--- src/rtl/uart_rx_fifo.sv ---
// uart_rx_fifo: 8N1 UART receiver (LSB first) feeding a small first-word-fall-through FIFO,
// with sticky framing/overrun error flags.
// Optional build macro UART_RX_PARITY_EN adds one even-parity bit between data and stop;
// without it parity_err is tied low.
module uart_rx_fifo #(
  parameter int CLKS_PER_BIT = 87,
  parameter int FIFO_DEPTH   = 4
) (
  input  logic       clk,
  input  logic       reset,
  input  logic       rxd,
  input  logic       rd_en,
  input  logic       clr_err,
  output logic [7:0] rd_data,
  output logic       rx_valid,
  output logic       frame_err,
  output logic       overrun,
  output logic       parity_err
);
  localparam int CW = $clog2(CLKS_PER_BIT);
  localparam int AW = $clog2(FIFO_DEPTH);
  localparam logic [CW-1:0] HALF_CNT  = CW'(CLKS_PER_BIT / 2 - 1);
  localparam logic [CW-1:0] FULL_CNT  = CW'(CLKS_PER_BIT - 1);
  localparam logic [AW:0]   DEPTH_CNT = (AW + 1)'(FIFO_DEPTH);

  typedef enum logic [2:0] {
    S_IDLE,
    S_START,
    S_DATA,
`ifdef UART_RX_PARITY_EN
    S_PARITY,
`endif
    S_STOP
  } state_t;

  logic [1:0]    sync_q, sync_d;
  logic          rxd_s;
  state_t        state_q, state_d;
  logic [CW-1:0] cnt_q, cnt_d;
  logic [2:0]    bit_q, bit_d;
  logic [7:0]    shift_q, shift_d;
  logic          push, frame_set;
  logic [AW-1:0] wr_ptr_q, wr_ptr_d, rd_ptr_q, rd_ptr_d;
  logic [AW:0]   count_q, count_d;
  logic [7:0]    mem_q [FIFO_DEPTH];
  logic          pop, full, wr_en, ovr_set;
  logic          frame_err_q, frame_err_d, overrun_q, overrun_d;
`ifdef UART_RX_PARITY_EN
  logic          par_bad_q, par_bad_d, par_set;
  logic          par_err_q, par_err_d;
`endif

  // Two-flop synchronizer; the raw pin is never sampled directly.
  assign sync_d = {sync_q[0], rxd};
  assign rxd_s  = sync_q[1];

  // Receive FSM: start-bit qualification at mid-bit, then one sample per bit period.
  always_comb begin
    state_d   = state_q;
    cnt_d     = cnt_q;
    bit_d     = bit_q;
    shift_d   = shift_q;
    push      = 1'b0;
    frame_set = 1'b0;
`ifdef UART_RX_PARITY_EN
    par_bad_d = par_bad_q;
    par_set   = 1'b0;
`endif
    case (state_q)
      S_IDLE: if (!rxd_s) begin
        state_d = S_START;
        cnt_d   = '0;
      end
      S_START: if (cnt_q == HALF_CNT) begin
        if (!rxd_s) begin
          state_d = S_DATA;
          cnt_d   = '0;
          bit_d   = '0;
        end else begin
          state_d = S_IDLE;  // line bounced high: not a real start bit
        end
      end else begin
        cnt_d = cnt_q + CW'(1);
      end
      S_DATA: if (cnt_q == FULL_CNT) begin
        shift_d[bit_q] = rxd_s;
        cnt_d          = '0;
        bit_d          = bit_q + 3'd1;
        if (bit_q == 3'd7) begin
`ifdef UART_RX_PARITY_EN
          state_d = S_PARITY;
`else
          state_d = S_STOP;
`endif
        end
      end else begin
        cnt_d = cnt_q + CW'(1);
      end
`ifdef UART_RX_PARITY_EN
      S_PARITY: if (cnt_q == FULL_CNT) begin
        par_bad_d = rxd_s ^ (^shift_q);  // even parity: data bits plus parity bit XOR to 0
        par_set   = par_bad_d;
        cnt_d     = '0;
        state_d   = S_STOP;
      end else begin
        cnt_d = cnt_q + CW'(1);
      end
`endif
      S_STOP: if (cnt_q == FULL_CNT) begin
        state_d = S_IDLE;  // back to idle at mid-stop-bit so the next start edge is not missed
        if (rxd_s) begin
`ifdef UART_RX_PARITY_EN
          push = ~par_bad_q;
`else
          push = 1'b1;
`endif
        end else begin
          frame_set = 1'b1;
        end
      end else begin
        cnt_d = cnt_q + CW'(1);
      end
      default: state_d = S_IDLE;
    endcase
  end

  // FIFO control: a simultaneous pop frees the slot a push into a full FIFO needs.
  always_comb begin
    pop      = rd_en && (count_q != '0);
    full     = (count_q == DEPTH_CNT);
    wr_en    = push && (!full || pop);
    ovr_set  = push && full && !pop;
    wr_ptr_d = wr_en ? wr_ptr_q + AW'(1) : wr_ptr_q;
    rd_ptr_d = pop ? rd_ptr_q + AW'(1) : rd_ptr_q;
    count_d  = count_q;
    if (wr_en && !pop)      count_d = count_q + (AW + 1)'(1);
    else if (!wr_en && pop) count_d = count_q - (AW + 1)'(1);
  end

  // Sticky error flags: a new event in the clearing cycle wins.
  always_comb begin
    frame_err_d = frame_set | (frame_err_q & ~clr_err);
    overrun_d   = ovr_set | (overrun_q & ~clr_err);
`ifdef UART_RX_PARITY_EN
    par_err_d   = par_set | (par_err_q & ~clr_err);
`endif
  end

  // State, pointer and flag registers.
  always_ff @(posedge clk or posedge reset) begin
    if (reset) begin
      sync_q      <= 2'b11;
      state_q     <= S_IDLE;
      cnt_q       <= '0;
      bit_q       <= '0;
      shift_q     <= '0;
      wr_ptr_q    <= '0;
      rd_ptr_q    <= '0;
      count_q     <= '0;
      frame_err_q <= 1'b0;
      overrun_q   <= 1'b0;
`ifdef UART_RX_PARITY_EN
      par_bad_q   <= 1'b0;
      par_err_q   <= 1'b0;
`endif
    end else begin
      sync_q      <= sync_d;
      state_q     <= state_d;
      cnt_q       <= cnt_d;
      bit_q       <= bit_d;
      shift_q     <= shift_d;
      wr_ptr_q    <= wr_ptr_d;
      rd_ptr_q    <= rd_ptr_d;
      count_q     <= count_d;
      frame_err_q <= frame_err_d;
      overrun_q   <= overrun_d;
`ifdef UART_RX_PARITY_EN
      par_bad_q   <= par_bad_d;
      par_err_q   <= par_err_d;
`endif
    end
  end

  // Storage needs no reset: the read port is masked while the FIFO is empty.
  always_ff @(posedge clk) begin
    if (wr_en) mem_q[wr_ptr_q] <= shift_q;
  end

  assign rx_valid  = (count_q != '0);
  assign rd_data   = rx_valid ? mem_q[rd_ptr_q] : 8'h00;
  assign frame_err = frame_err_q;
  assign overrun   = overrun_q;
`ifdef UART_RX_PARITY_EN
  assign parity_err = par_err_q;
`else
  assign parity_err = 1'b0;
`endif
endmodule

--- config.mk ---
export PLATFORM = sky130hd
export DESIGN_NAME = uart_rx_fifo
export DESIGN_NICKNAME = d
export VERILOG_FILES = /design/src/rtl/uart_rx_fifo.sv
export SDC_FILE = /design/constraint.sdc
export NUM_CORES = 1
export LEC_CHECK = 0
export ABC_AREA = 0
export BUFFER_PORTS_ARGS = -buffer_cell sky130_fd_sc_hd__buf_2
export CAP_MARGIN = 20
export CORE_ASPECT_RATIO = 0.7
export CORE_MARGIN = 2
export CORE_UTILIZATION = 60
export DETAILED_ROUTE_END_ITERATION = 12
export HOLD_SLACK_MARGIN = 0.12
export PLACE_DENSITY = 0.79
export SETUP_SLACK_MARGIN = 0.5
export SLEW_MARGIN = 20
export SYNTH_ARGS = -nofsm -noshare
export SYNTH_HDL_FRONTEND = slang
export SYNTH_SLANG_ARGS = --single-unit
--- constraint.sdc ---
create_clock -name clk -period 3.4 [get_ports clk]
set_input_delay 0.68 -clock clk [delete_from_list [all_inputs] [get_ports clk]]
set_output_delay 0.68 -clock clk [all_outputs]
set_load 0.03 [all_outputs]
==> results.md, run 1 <==
- Status: finished clean
- Critical Path RT: 2.72 ns
- Starting Density: 0.6180
- TritonCTS clock tree: done
- R2R Setup Slk: 0.77 ns
- Nets: 260
- Number of synthesized flops with an enable pin: 32
- Post-DR vias/cell: 5.387
- Synth cell types: 50
- Tightest Pin Transition: 0.8136 ns
- Tcrit/Tclk final: 0.7746
- Hold-critical path endpoint: sync_q[1]
- CTS H-tree lvls: 3
- Syn Nets: 239
- Post-Synth Simple-Gate Area: 0.1277
- Vias: 1697
- Slew Limit Fails: 0
- Adder-cell area share of the yosys netlist: 0.06215
- CTS Hold Bufs: 0
- Slew margin rel.: 0.4500
- Most numerous cell in the Yosys netlist: edfxtp_1
- Port Buf Inserts: 15
- # IOs: 17
- Leak: 1.387 nW
- Layout area overhead: 11.54%
- Yosys reg bits: 63
- Initial antenna violation count: 0
- DRC: 0
- WS Path Type: reg2out
- Yosys top cell area share: 0.3269
- Avg Inst Size Synth: 13.36 um2
- Hold wc startpoint: sync_q[0]
- Crit path time final: 2.634 ns
- Highest clock rate: 379.7 MHz
- GP Congestion: 0.8410
- Crit path arrival time: 1.95 ns
- Worst Clk Skew: 0.004799 ns
- Diodes inserted: 0
- Mapped Cells: 220
- Cell Area, Synth: 2939 um2
- Core area: 4756 um2
- Synth cell count leaders: edfxtp_1, dfrtp_1, nand2_1
- Layout Cells excl Fill: 315
- Chip Height: 62.56 um
- HP Class: reg2reg
- XOR/XNOR share of the synthesized area: 0.01788
- Critical-path maximum fanout: 10
- Total grt overflow: 0
- Largest family of logic cells by synthesized area: simple AND/OR/NAND/NOR gates
- Clk slew on worst S/H paths: 0.07 ns
- First-pass GRT wire length: 8.335 mm
- RR Endpoint: count_q[2]
- Compound-Gate Fraction of Synth Area: 0.06130
- VDD IR max: 318.3 uV
- Slowest CP cell: dfrtp_1
- Yosys warning total: 0
- Maxcap violations: 0
- CP endpoint kind: output port
- Die extent in x: 87.65 um
- Clk sinks: 63
- DR pass1 iterations: 4
- Clk_lat worst skew: 0.34 ns
- Power density cells: 532.7 nW/um2
- Hold Violations, Final: 0
- Final wirelength: 4.827 mm
- Final setup violation count: 0
- Largest net degree at the start of global routing: 32
- Routed Antenna Nets: 0
- Row count: 21
- DP HPWL: 3.394 mm
- CTS Root Cell: clkbuf_8
- DIE AREA: 5483 um2
- Ys async rst share: 0.4921
- WL per Instance: 15.32 um
- Vias in the first global route: 1786
- Final setup TNS: 0 ns
- Hold Crit Depth: 0
- Startpoint Class: flip-flop
- Critical-path cell list: mux4_2 -> and2_1 -> buf_2
- Cell Count Post-Placement: 299
- Area contributors post-synth: edfxtp_1, dfrtp_1, mux4_2
- Critical path's largest stage delay: 0.71 ns
- Layout cells sized above 1: 0.2561
- Synth area leader: edfxtp_1
- Sequential-to-total area share from yosys stat: 0.5917
- Mux contribution to synthesized area: 0.1081
- Drt initial violations: 98
- Unrepaired setup endpoints after global routing: no
- Synth Flop Type: edfxtp_1
- Final hold slack: 0.3579 ns
- CTS Buf Count: 9
- Reg2reg start: cnt_q[0]
- FF-to-FF path depth: 12
- Tot GR Track Use: 0.2044
- Clock buffer depth: 2
[repair_timing]
| item | in CTS | in global routing |
|---|---|---|
| endpoints found under the setup margin | 0 | 1 |
| resized for setup | 0 | 1 |
| buffers inserted | 0 | 0 |
[metrics by stage]
stage	util	worst slack, ns	instance area (um2)	power (mW)
floorplan	-	0.9946	2939	1.069
global placement	0.6469	0.8509	3077	1.116
detailed placement	0.6469	0.6876	3077	1.127
CTS	0.6880	0.6733	3272	1.758
global route	0.6893	0.5746	3278	1.836
finish	0.6893	0.7663	3278	1.746
[state kept, by name, indices dropped and copies added, names as in the netlist]
signal and cells:
bit_q 3, cnt_q 7, count_q 3, frame_err 1
mem_q 32, overrun 1, rd_ptr_q 2, shift_q 8
state_q 2, sync_q 2, wr_ptr_q 2
[routing by layer]
layer,global-route usage,up-vias,part of all wire
met5,0,-,0
met4,0.06346,0,0.012
met3,0.07530,6,0.045
met2,0.3134,35,0.46
met1,0.2736,835,0.48
li1,-,821,-
[placed cells by master, fill, tap and decap left out, types with 2 or more instances in the layout]
cell and count:
nand2_1 18, nor2_1 14, dfstp_2 2, edfxtp_1 32
nand2_2 2, and2_1 12, clkinv_2 2, xor2_1 2
o21ai_0 6, nand2b_1 2, inv_1 15, clkbuf_8 9
nor3_1 2, nand3_1 8, xnor2_1 4, o22ai_1 2
a21o_1 2, o31a_1 2, ha_1 13, dfrtp_1 29
clkinvlp_4 3, o31ai_1 2, mux2_2 9, o21ai_1 3
buf_2 15, mux4_2 8
[area by class of cell]
class | count | area [um2]
Clock buffer | 9 | 123.9
Multi-Input combinational cell | 136 | 1119
Inverter | 15 | 56.30
Tap cell | 69 | 86.33
Sequential cell | 63 | 1739
Clock inverter | 7 | 71.32
Fill cell | 334 | 1478
Timing Repair Buffer | 16 | 82.58
[critical path, delay by kind of cell (launching register included)]
family        cells  cell delay, ns
buf+inv           1            0.17
flops             1            0.71
mux               1            0.57
simple gates      1            0.16
[cells by family after synthesis]
logic type                 after synthesis
DFF                                     63
AOI/OAI and AO/OA                       25
xor gates and xnor gates                 6
muxes                                   20
other                                    1
and+or+nand+nor                         70
adders and majority gates               14
buffers and inverters                   21
[report_power, final]
group | leakage (nW) | switching (mW) | total [mW] | internal (mW)
Clock | 0.0916 | 0.293 | 0.630 | 0.338
Sequential | 0.749 | 0.0344 | 0.858 | 0.824
Combinational | 0.546 | 0.159 | 0.257 | 0.0980
Total | 1.39 | 0.487 | 1.75 | 1.26
[worst max-delay path by stage]
stage	slack [ns]	end	depth (start not counted)	startpoint
6_report	0.77	rd_data[3]	3	rd_ptr_q[0]
5_1_grt	0.57	count_q[2]	12	cnt_q[0]
4_1_cts	0.67	count_q[2]	12	cnt_q[0]
3_5_place_dp	0.69	count_q[2]	12	cnt_q[0]
3_3_place_gp	0.85	count_q[1]	7	rd_en
2_1_floorplan	0.99	count_q[2]	12	cnt_q[0]
Note: power is estimated with default switching activity, not from simulation.
==> inputs of run 2 (changes only) <==
==> constraint.sdc (replaced) <==
create_clock -name clk -period 2.5 [get_ports clk]
set_input_delay 0.5 -clock clk [delete_from_list [all_inputs] [get_ports clk]]
set_output_delay 0.5 -clock clk [all_outputs]
set_load 0.03 [all_outputs]
==> run 2 against run 1 <==
  * Sequential cell count did not move
  * Register-to-register slack got worse by 0.49 ns
  * Worst hold slack got worse by 0.13 ns
  * Sequential power rose by 35%
  * Clock power rose by 37%
  * Combinational power rose by 62%
  * Worst setup slack got worse by 0.49 ns
  * Total power rose by 40%
  * Global-route usage rose by 1.9 points
  * Sequential share of layout area fell by 4.1 points
  * Critical path type unchanged
  * Largest power group unchanged
==> results.md, run 2 (synthesis results as in run 1) <==
- RR Endpoint: count_q[2] (unchanged)
- Critical-path maximum fanout: 5 (was 10)
- Regs by FF count: mem_q x32, shift_q x8, cnt_q x7 (unchanged)
- Row count: 21 (unchanged)
- Vias in the first global route: 1748 (was 1786)
- Final setup violation count: 0 (unchanged)
- Highest clock rate: 449.1 MHz
- Starting Density: 0.6180 (unchanged)
- DRC: 0 (unchanged)
- Slew Limit Fails: 0 (unchanged)
- Diodes inserted: 0 (unchanged)
- Biggest register: mem_q (unchanged)
- Clock share of power: 0.354 (was 0.361)
- Post-placement worst setup slack: 0.1341 ns (was 0.6876 ns)
- Critical Path RT: 2.00 ns (was 2.72 ns)
- Flop pwr share: 0.475 (was 0.492)
- GP Congestion: 0.8839 (was 0.8410)
- Post-DR vias/cell: 5.452 (was 5.387)
- Drt initial violations: 137 (was 98)
- Worst Clk Skew: 0.009294 ns (was 0.004799 ns)
- Final worst slack: 0.2731 ns (was 0.7663 ns)
- Leak: 1.518 nW (was 1.387 nW)
- CTS Buf Count: 9 (unchanged)
- Final setup TNS: 0 ns (unchanged)
- Vias: 1810 (was 1697)
- # IOs: 17 (unchanged)
- First-pass GRT wire length: 8.845 mm (was 8.335 mm)
- Clk_lat worst skew: 0.34 ns (about the same)
- R2R Setup Slk: 0.28 ns (was 0.77 ns)
- Largest net degree at the start of global routing: 32 (unchanged)
- WS Path Type: reg2out (unchanged)
- Clk slew on worst S/H paths: 0.07 ns (about the same)
- Hold Violations, Final: 0 (unchanged)
- Routed Antenna Nets: 0 (unchanged)
- Nets: 277 (was 260)
- Max FFs per register: 32 (unchanged)
- DP HPWL: 3.472 mm (was 3.394 mm)
- Total grt overflow: 0 (unchanged)
- Logic pwr share: 0.171 (was 0.147)
- Cell Count Post-Placement: 306 (was 299)
- Chip Height: 62.56 um (unchanged)
- Switching share of power: 0.2817 (was 0.2787)
- Layout area overhead: 21.16% (was 11.54%)
- TritonCTS clock tree: done (unchanged)
- Tot GR Track Use: 0.2235 (was 0.2044)
- Final total power: 2.438 mW (was 1.746 mW)
- Final wirelength: 5.466 mm (was 4.827 mm)
- Status: finished clean (unchanged)
- Layout cells sized above 1: 0.3840 (was 0.2561)
- Pint: 1.751 mW (was 1.260 mW)
- Initial antenna violation count: 0 (unchanged)
- Die extent in x: 87.65 um (unchanged)
- Placement Cell Area: 3148 um2 (was 3077 um2)
- Tcrit/Tclk final: 0.8907
- Fillers: 299 (was 334)
- Power density cells: 684.7 nW/um2 (was 532.7 nW/um2)
- Fin util: 0.7488 (was 0.6893)
- Port Buf Inserts: 15 (unchanged)
- Unrepaired setup endpoints after global routing: yes (was no)
- DIE AREA: 5483 um2 (unchanged)
- Reg2reg start: cnt_q[0] (unchanged)
- FF-to-FF path depth: 12 (unchanged)
- HP Class: in2async (was reg2reg)
- Slew margin rel.: 0.6466 (was 0.4500)
- Design Area, Final: 3561 um2 (was 3278 um2)
- Core area: 4756 um2 (unchanged)
- Commonest non-fill, non-tap cell in the layout: edfxtp_1 (unchanged)
- Switching Power: 0.6868 mW (was 0.4866 mW)
- Most frequent cells in the layout: edfxtp_1, dfrtp_1, nand2_1 (unchanged)
- Crit path time final: 2.227 ns
- Maxcap violations: 0 (unchanged)
- Crit path arrival time: 1.73 ns (was 1.95 ns)
- Clock buffer depth: 2 (unchanged)
- Final hold slack: 0.2297 ns (was 0.3579 ns)
- Layout Cells excl Fill: 332 (was 315)
- CTS Root Cell: clkbuf_8 (unchanged)
- DR pass1 iterations: 4 (unchanged)
- Clk sinks: 63 (unchanged)
- CTS H-tree lvls: 3 (unchanged)
- CP endpoint kind: output port (unchanged)
- Tightest Pin Transition: 0.5245 ns (was 0.8136 ns)
- VDD IR max: 516.5 uV (was 318.3 uV)
- WL per Instance: 16.46 um (was 15.32 um)
- Startpoint Class: flip-flop (unchanged)
run 2: cell types whose count changed in the layout (fill, tap and decap cells not counted), sizes merged:
cell	change
buf	+17
clkinv	+3
clkinvlp	-2
inv	-1
run 2: what timing repair did:
| item | in CTS | in global routing |
|---|---|---|
| buffers inserted | 8 | 1 |
| gates cloned | 1 | 0 |
| pin swaps | 11 | 4 |
| hold buffers | 0 | 0 |
| resized for setup | 37 | 5 |
| setup endpoints to repair | 43 | 21 |
run 2: cell type report:
cell class	instances	area, um2	area share
clock buffer	9	123.9	0.03479
tap	69	86.33	0.02424
multi-input combinational	136	1181	0.3317
sequential	63	1742	0.4891
clock inverter	7	73.82	0.02073
timing repair buffer	33	297.8	0.08363
inverter	15	56.30	0.01581
run 2: critical path: stages, from the launching register on:
cell     delay, ns
dfrtp_2       0.44
buf_8         0.15
mux4_2        0.50
and2_4        0.16
buf_6         0.13
run 2: metal layers:
metal,up-vias,routed length [um],track usage,share of wire
li1,864,-,-,-
met1,888,2571,0.3339,0.47
met2,53,2530,0.3125,0.46
met3,5,297,0.06341,0.054
met4,0,66,0.08654,0.012
met5,-,0,0,0
run 2: worst max-delay path by stage:
stage,startpoint,endpoint,slack [ns],cells after the start
5_1_grt,cnt_q[0],count_q[2],0.20,12
3_5_place_dp,cnt_q[0],count_q[2],0.13,12
6_report,rd_ptr_q[0],rd_data[0],0.27,4
2_1_floorplan,cnt_q[0],count_q[2],0.18,12
4_1_cts,rd_ptr_q[0],rd_data[0],0.26,4
3_3_place_gp,cnt_q[0],count_q[2],0.23,12
run 2: power groups by stage:
| stage | Combinational, mW | Clock [mW] | Sequential [mW] |
|---|---|---|---|
| 3_3_place_gp | 0.358 | 0 | 1.18 |
| 2_1_floorplan | 0.288 | 0 | 1.17 |
| 5_1_grt | 0.467 | 0.920 | 1.16 |
| 3_5_place_dp | 0.363 | 0 | 1.18 |
| 6_report | 0.416 | 0.864 | 1.16 |
| 4_1_cts | 0.390 | 0.878 | 1.16 |
==> inputs of run 3 (changes only) <==
--- a/config.mk
+++ b/config.mk
@@ -5,7 +5,7 @@
 export SDC_FILE = /design/constraint.sdc
 export NUM_CORES = 1
 export LEC_CHECK = 0
-export ABC_AREA = 0
+export ABC_AREA = 1
 export BUFFER_PORTS_ARGS = -buffer_cell sky130_fd_sc_hd__buf_2
 export CAP_MARGIN = 20
 export CORE_ASPECT_RATIO = 0.7
==> run 3 against run 2 <==
  * Worst setup slack better by 0.14 ns
  * Routed wire length increased by 15%
  * Die area increased by 1.5%
  * Worst hold slack better by 0.0066 ns
  * Highest routed layer unchanged
==> results.md, run 3 <==
- Yosys reg bits: 63 (unchanged)
- CTS H-tree lvls: 3 (unchanged)
- Synth area leader: edfxtp_1 (unchanged)
- Chip Height: 63.03 um (was 62.56 um)
- Final hold slack: 0.2363 ns (was 0.2297 ns)
- Post-DR vias/cell: 5.246 (was 5.452)
- Starting Density: 0.6245 (was 0.6180)
- Clk slew on worst S/H paths: 0.07 ns (about the same)
- WL per Instance: 14.53 um (was 16.46 um)
- Most frequent cells in the layout: nand2_1, nor2_1, inv_1 (was edfxtp_1, dfrtp_1, nand2_1)
- Maxcap violations: 0 (unchanged)
- Vias in the first global route: 2158 (was 1748)
- Worst path buffer plus inverter count: 2 (unchanged)
- Synth cell types: 30 (was 50)
- Cell Area, Synth: 2987 um2 (was 2939 um2)
- Most numerous cell in the Yosys netlist: nand2_1 (was edfxtp_1)
- DR pass1 iterations: 5 (was 4)
- Adder-cell area share of the yosys netlist: 0.06116 (was 0.06215)
- DRC: 0 (unchanged)
- Core area: 4782 um2 (was 4756 um2)
- Clk sinks: 63 (unchanged)
- DIE AREA: 5567 um2 (was 5483 um2)
- Layout cells sized above 1: 0.2376 (was 0.3840)
- Slew Limit Fails: 0 (unchanged)
- CP delay by family, top: flip-flops (was multiplexers)
- Layout Cells excl Fill: 431 (was 332)
- Cell Count Post-Placement: 398 (was 306)
- Yosys warning total: 0 (unchanged)
- Commonest non-fill, non-tap cell in the layout: nand2_1 (was edfxtp_1)
- CTS Buf Count: 9 (unchanged)
- CTS Hold Bufs: 0 (unchanged)
- Critical path's largest stage delay: 0.47 ns (was 0.50 ns)
- Port Buf Inserts: 15 (unchanged)
- Mapped Cells: 312 (was 220)
- Multi-input logic area: 1152 um2 (was 1181 um2)
- Critical-path maximum fanout: 6 (was 5)
- XOR/XNOR share of the synthesized area: 0.01466 (was 0.01788)
- Critical Path RT: 2.00 ns (about the same)
- WS Path Type: reg2out (unchanged)
- Drt initial violations: 150 (was 137)
- Yosys top cell area share: 0.3217 (was 0.3269)
- Ys async rst share: 0.4921 (unchanged)
- Sequential cell area: 1743 um2 (was 1742 um2)
- Sequential-to-total area share from yosys stat: 0.5823 (was 0.5917)
- Vias: 2261 (was 1810)
- Nets: 376 (was 277)
- Final setup TNS: 0 ns (unchanged)
- Crit path time final: 2.082 ns (was 2.227 ns)
- Startpoint Class: flip-flop (unchanged)
- GP Congestion: 0.8465 (was 0.8839)
- Switching share of power: 0.4000 (was 0.2817)
- Compound-Gate Fraction of Synth Area: 0.09384 (was 0.06130)
- Tcrit/Tclk final: 0.8329 (was 0.8907)
- HP Class: in2async (unchanged)
- Tot GR Track Use: 0.2387 (was 0.2235)
- Clock buffer depth: 2 (unchanged)
- Power density cells: 972.3 nW/um2 (was 684.7 nW/um2)
- Regs by FF count: mem_q x32, shift_q x8, cnt_q x7 (unchanged)
- CP endpoint kind: output port (unchanged)
- Fin util: 0.7554 (was 0.7488)
- # IOs: 17 (unchanged)
- Max FFs per register: 32 (unchanged)
- Slowest CP cell: dfrtp_2 (was mux4_2)
- Synth cell count leaders: nand2_1, nor2_1, inv_1 (was edfxtp_1, dfrtp_1, nand2_1)
- Logic pwr share: 0.411 (was 0.171)
- Clk_lat worst skew: 0.33 ns (was 0.34 ns)
- Crit path arrival time: 1.58 ns (was 1.73 ns)
- Number of synthesized flops with an enable pin: 32 (unchanged)
- Row count: 21 (unchanged)
- DP HPWL: 3.932 mm (was 3.472 mm)
- Cell mode on critical path: nor2_1
- VDD IR max: 579.1 uV (was 516.5 uV)
- Leak: 1.632 nW (was 1.518 nW)
- Status: finished clean (unchanged)
- Placement Cell Area: 3218 um2 (was 3148 um2)
- Area contributors post-synth: edfxtp_1, dfrtp_1, nand2_1 (was edfxtp_1, dfrtp_1, mux4_2)
- Synth Flop Type: edfxtp_1 (unchanged)
- Die extent in x: 88.33 um (was 87.65 um)
- Critical-path cell list: buf_6 -> nor2_1 -> nor2_1 -> o21ai_0 -> a21oi_1 -> buf_4 (was buf_8 -> mux4_2 -> and2_4 -> buf_6)
- Post-Synth Simple-Gate Area: 0.1873 (was 0.1277)
- Hold Violations, Final: 0 (unchanged)
- Switching Power: 1.405 mW (was 0.6868 mW)
- Largest family of logic cells by synthesized area: simple AND/OR/NAND/NOR gates (unchanged)
- Total grt overflow: 0 (unchanged)
- Avg Inst Size Synth: 9.572 um2 (was 13.36 um2)
- Worst Clk Skew: 0.01071 ns (was 0.009294 ns)
- Syn Nets: 331 (was 239)
- Biggest register: mem_q (unchanged)
- Final wirelength: 6.263 mm (was 5.466 mm)
- Largest net degree at the start of global routing: 32 (unchanged)
- Flop pwr share: 0.374 (was 0.475)
- Mux contribution to synthesized area: 0 (was 0.1081)
- Layout area overhead: 20.95% (was 21.16%)
- Highest clock rate: 480.3 MHz (was 449.1 MHz)
- Initial antenna violation count: 0 (unchanged)
- Design Area, Final: 3612 um2 (was 3561 um2)
- First-pass GRT wire length: 9.880 mm (was 8.845 mm)
- Clock share of power: 0.214 (was 0.354)
- Fillers: 308 (was 299)
- TritonCTS clock tree: done (unchanged)
- Pint: 2.107 mW (was 1.751 mW)
- R2R Setup Slk: 0.44 ns (was 0.28 ns)
- Unrepaired setup endpoints after global routing: yes (unchanged)
- Diodes inserted: 0 (unchanged)
- CTS Root Cell: clkbuf_8 (unchanged)
- Final setup violation count: 0 (unchanged)
- Routed Antenna Nets: 0 (unchanged)
-- run 3: cell types whose count changed in the layout (fill, tap and decap cells not counted), sizes merged, moves of 8 or more --
cell / before / now
a21oi: 1 / 11
and2: 12 / 0
nor2: 15 / 54
nand2: 20 / 56
o21ai: 10 / 41
inv: 15 / 38
mux2: 11 / 0
mux4: 8 / 0
-- run 3: metrics by stage --
| step | setup WS (ns) | total power [mW] |
|---|---|---|
| 6_report | 0.4178 | 3.512 |
| 5_1_grt | 0.3441 | 3.732 |
| 4_1_cts | 0.4765 | 3.388 |
| 3_5_place_dp | 0.2533 | 2.460 |
| 3_3_place_gp | 0.3381 | 2.418 |
| 2_1_floorplan | 0.4197 | 2.178 |
-- run 3: power by group through the flow --
stage / registers [mW] / clock network (mW) / logic, mW
2_1_floorplan: 1.27 / 0 / 0.905
3_3_place_gp: 1.33 / 0 / 1.09
3_5_place_dp: 1.34 / 0 / 1.12
4_1_cts: 1.30 / 0.772 / 1.32
5_1_grt: 1.33 / 0.822 / 1.58
6_report: 1.32 / 0.752 / 1.45
-- run 3: tightest hold or removal path: stages --
cell	delay [ns]
buf_2	0.10
inv_1	0.04
buf_4	0.36
-- run 3: kinds of logic after synthesis --
group | after synthesis
compound gates | 55
xor+xnor | 5
fa+ha+maj | 14
buf+inv | 45
flops | 63
other cells | 1
simple gates | 129
-- run 3: timing repair --
| action | 4_1_cts | 5_1_grt |
|---|---|---|
| setup buffers | 11 | 5 |
| hold endpoints to repair | 0 | 0 |
| setup endpoints to repair | 10 | 11 |
| cloned | 1 | 0 |
| resized for setup | 19 | 22 |
| pin swaps | 3 | 10 |
-- run 3: worst paths after layout --
path,cells after the start,to,start
worst max-delay path,6,rd_data[1],rd_ptr_q[0]
worst min-delay path,3,count_q[2],reset
worst max register to register,14,count_q[2],cnt_q[0]
worst min register to register,0,sync_q[1],sync_q[0]
max in group asynchronous,3,sync_q[0],reset
min in group clk,1,sync_q[0],rxd
-- run 3: metal layers --
metal  vias up  global-route usage  share of wire
met1      1066              0.3162           0.45
met4         0              0.1042          0.020
met5         -                   0              0
li1       1110                   -              -
met2        71              0.3618           0.47
met3        14             0.07530          0.057
-- run 3: cell type report --
class	instances	area share
flip-flops and latches	63	0.4825
multi-input cells	204	0.3190
repair buffers	39	0.08140
inverters	40	0.04538
clock buffers	9	0.03429
well taps	69	0.02390
clock inverters	7	0.01351
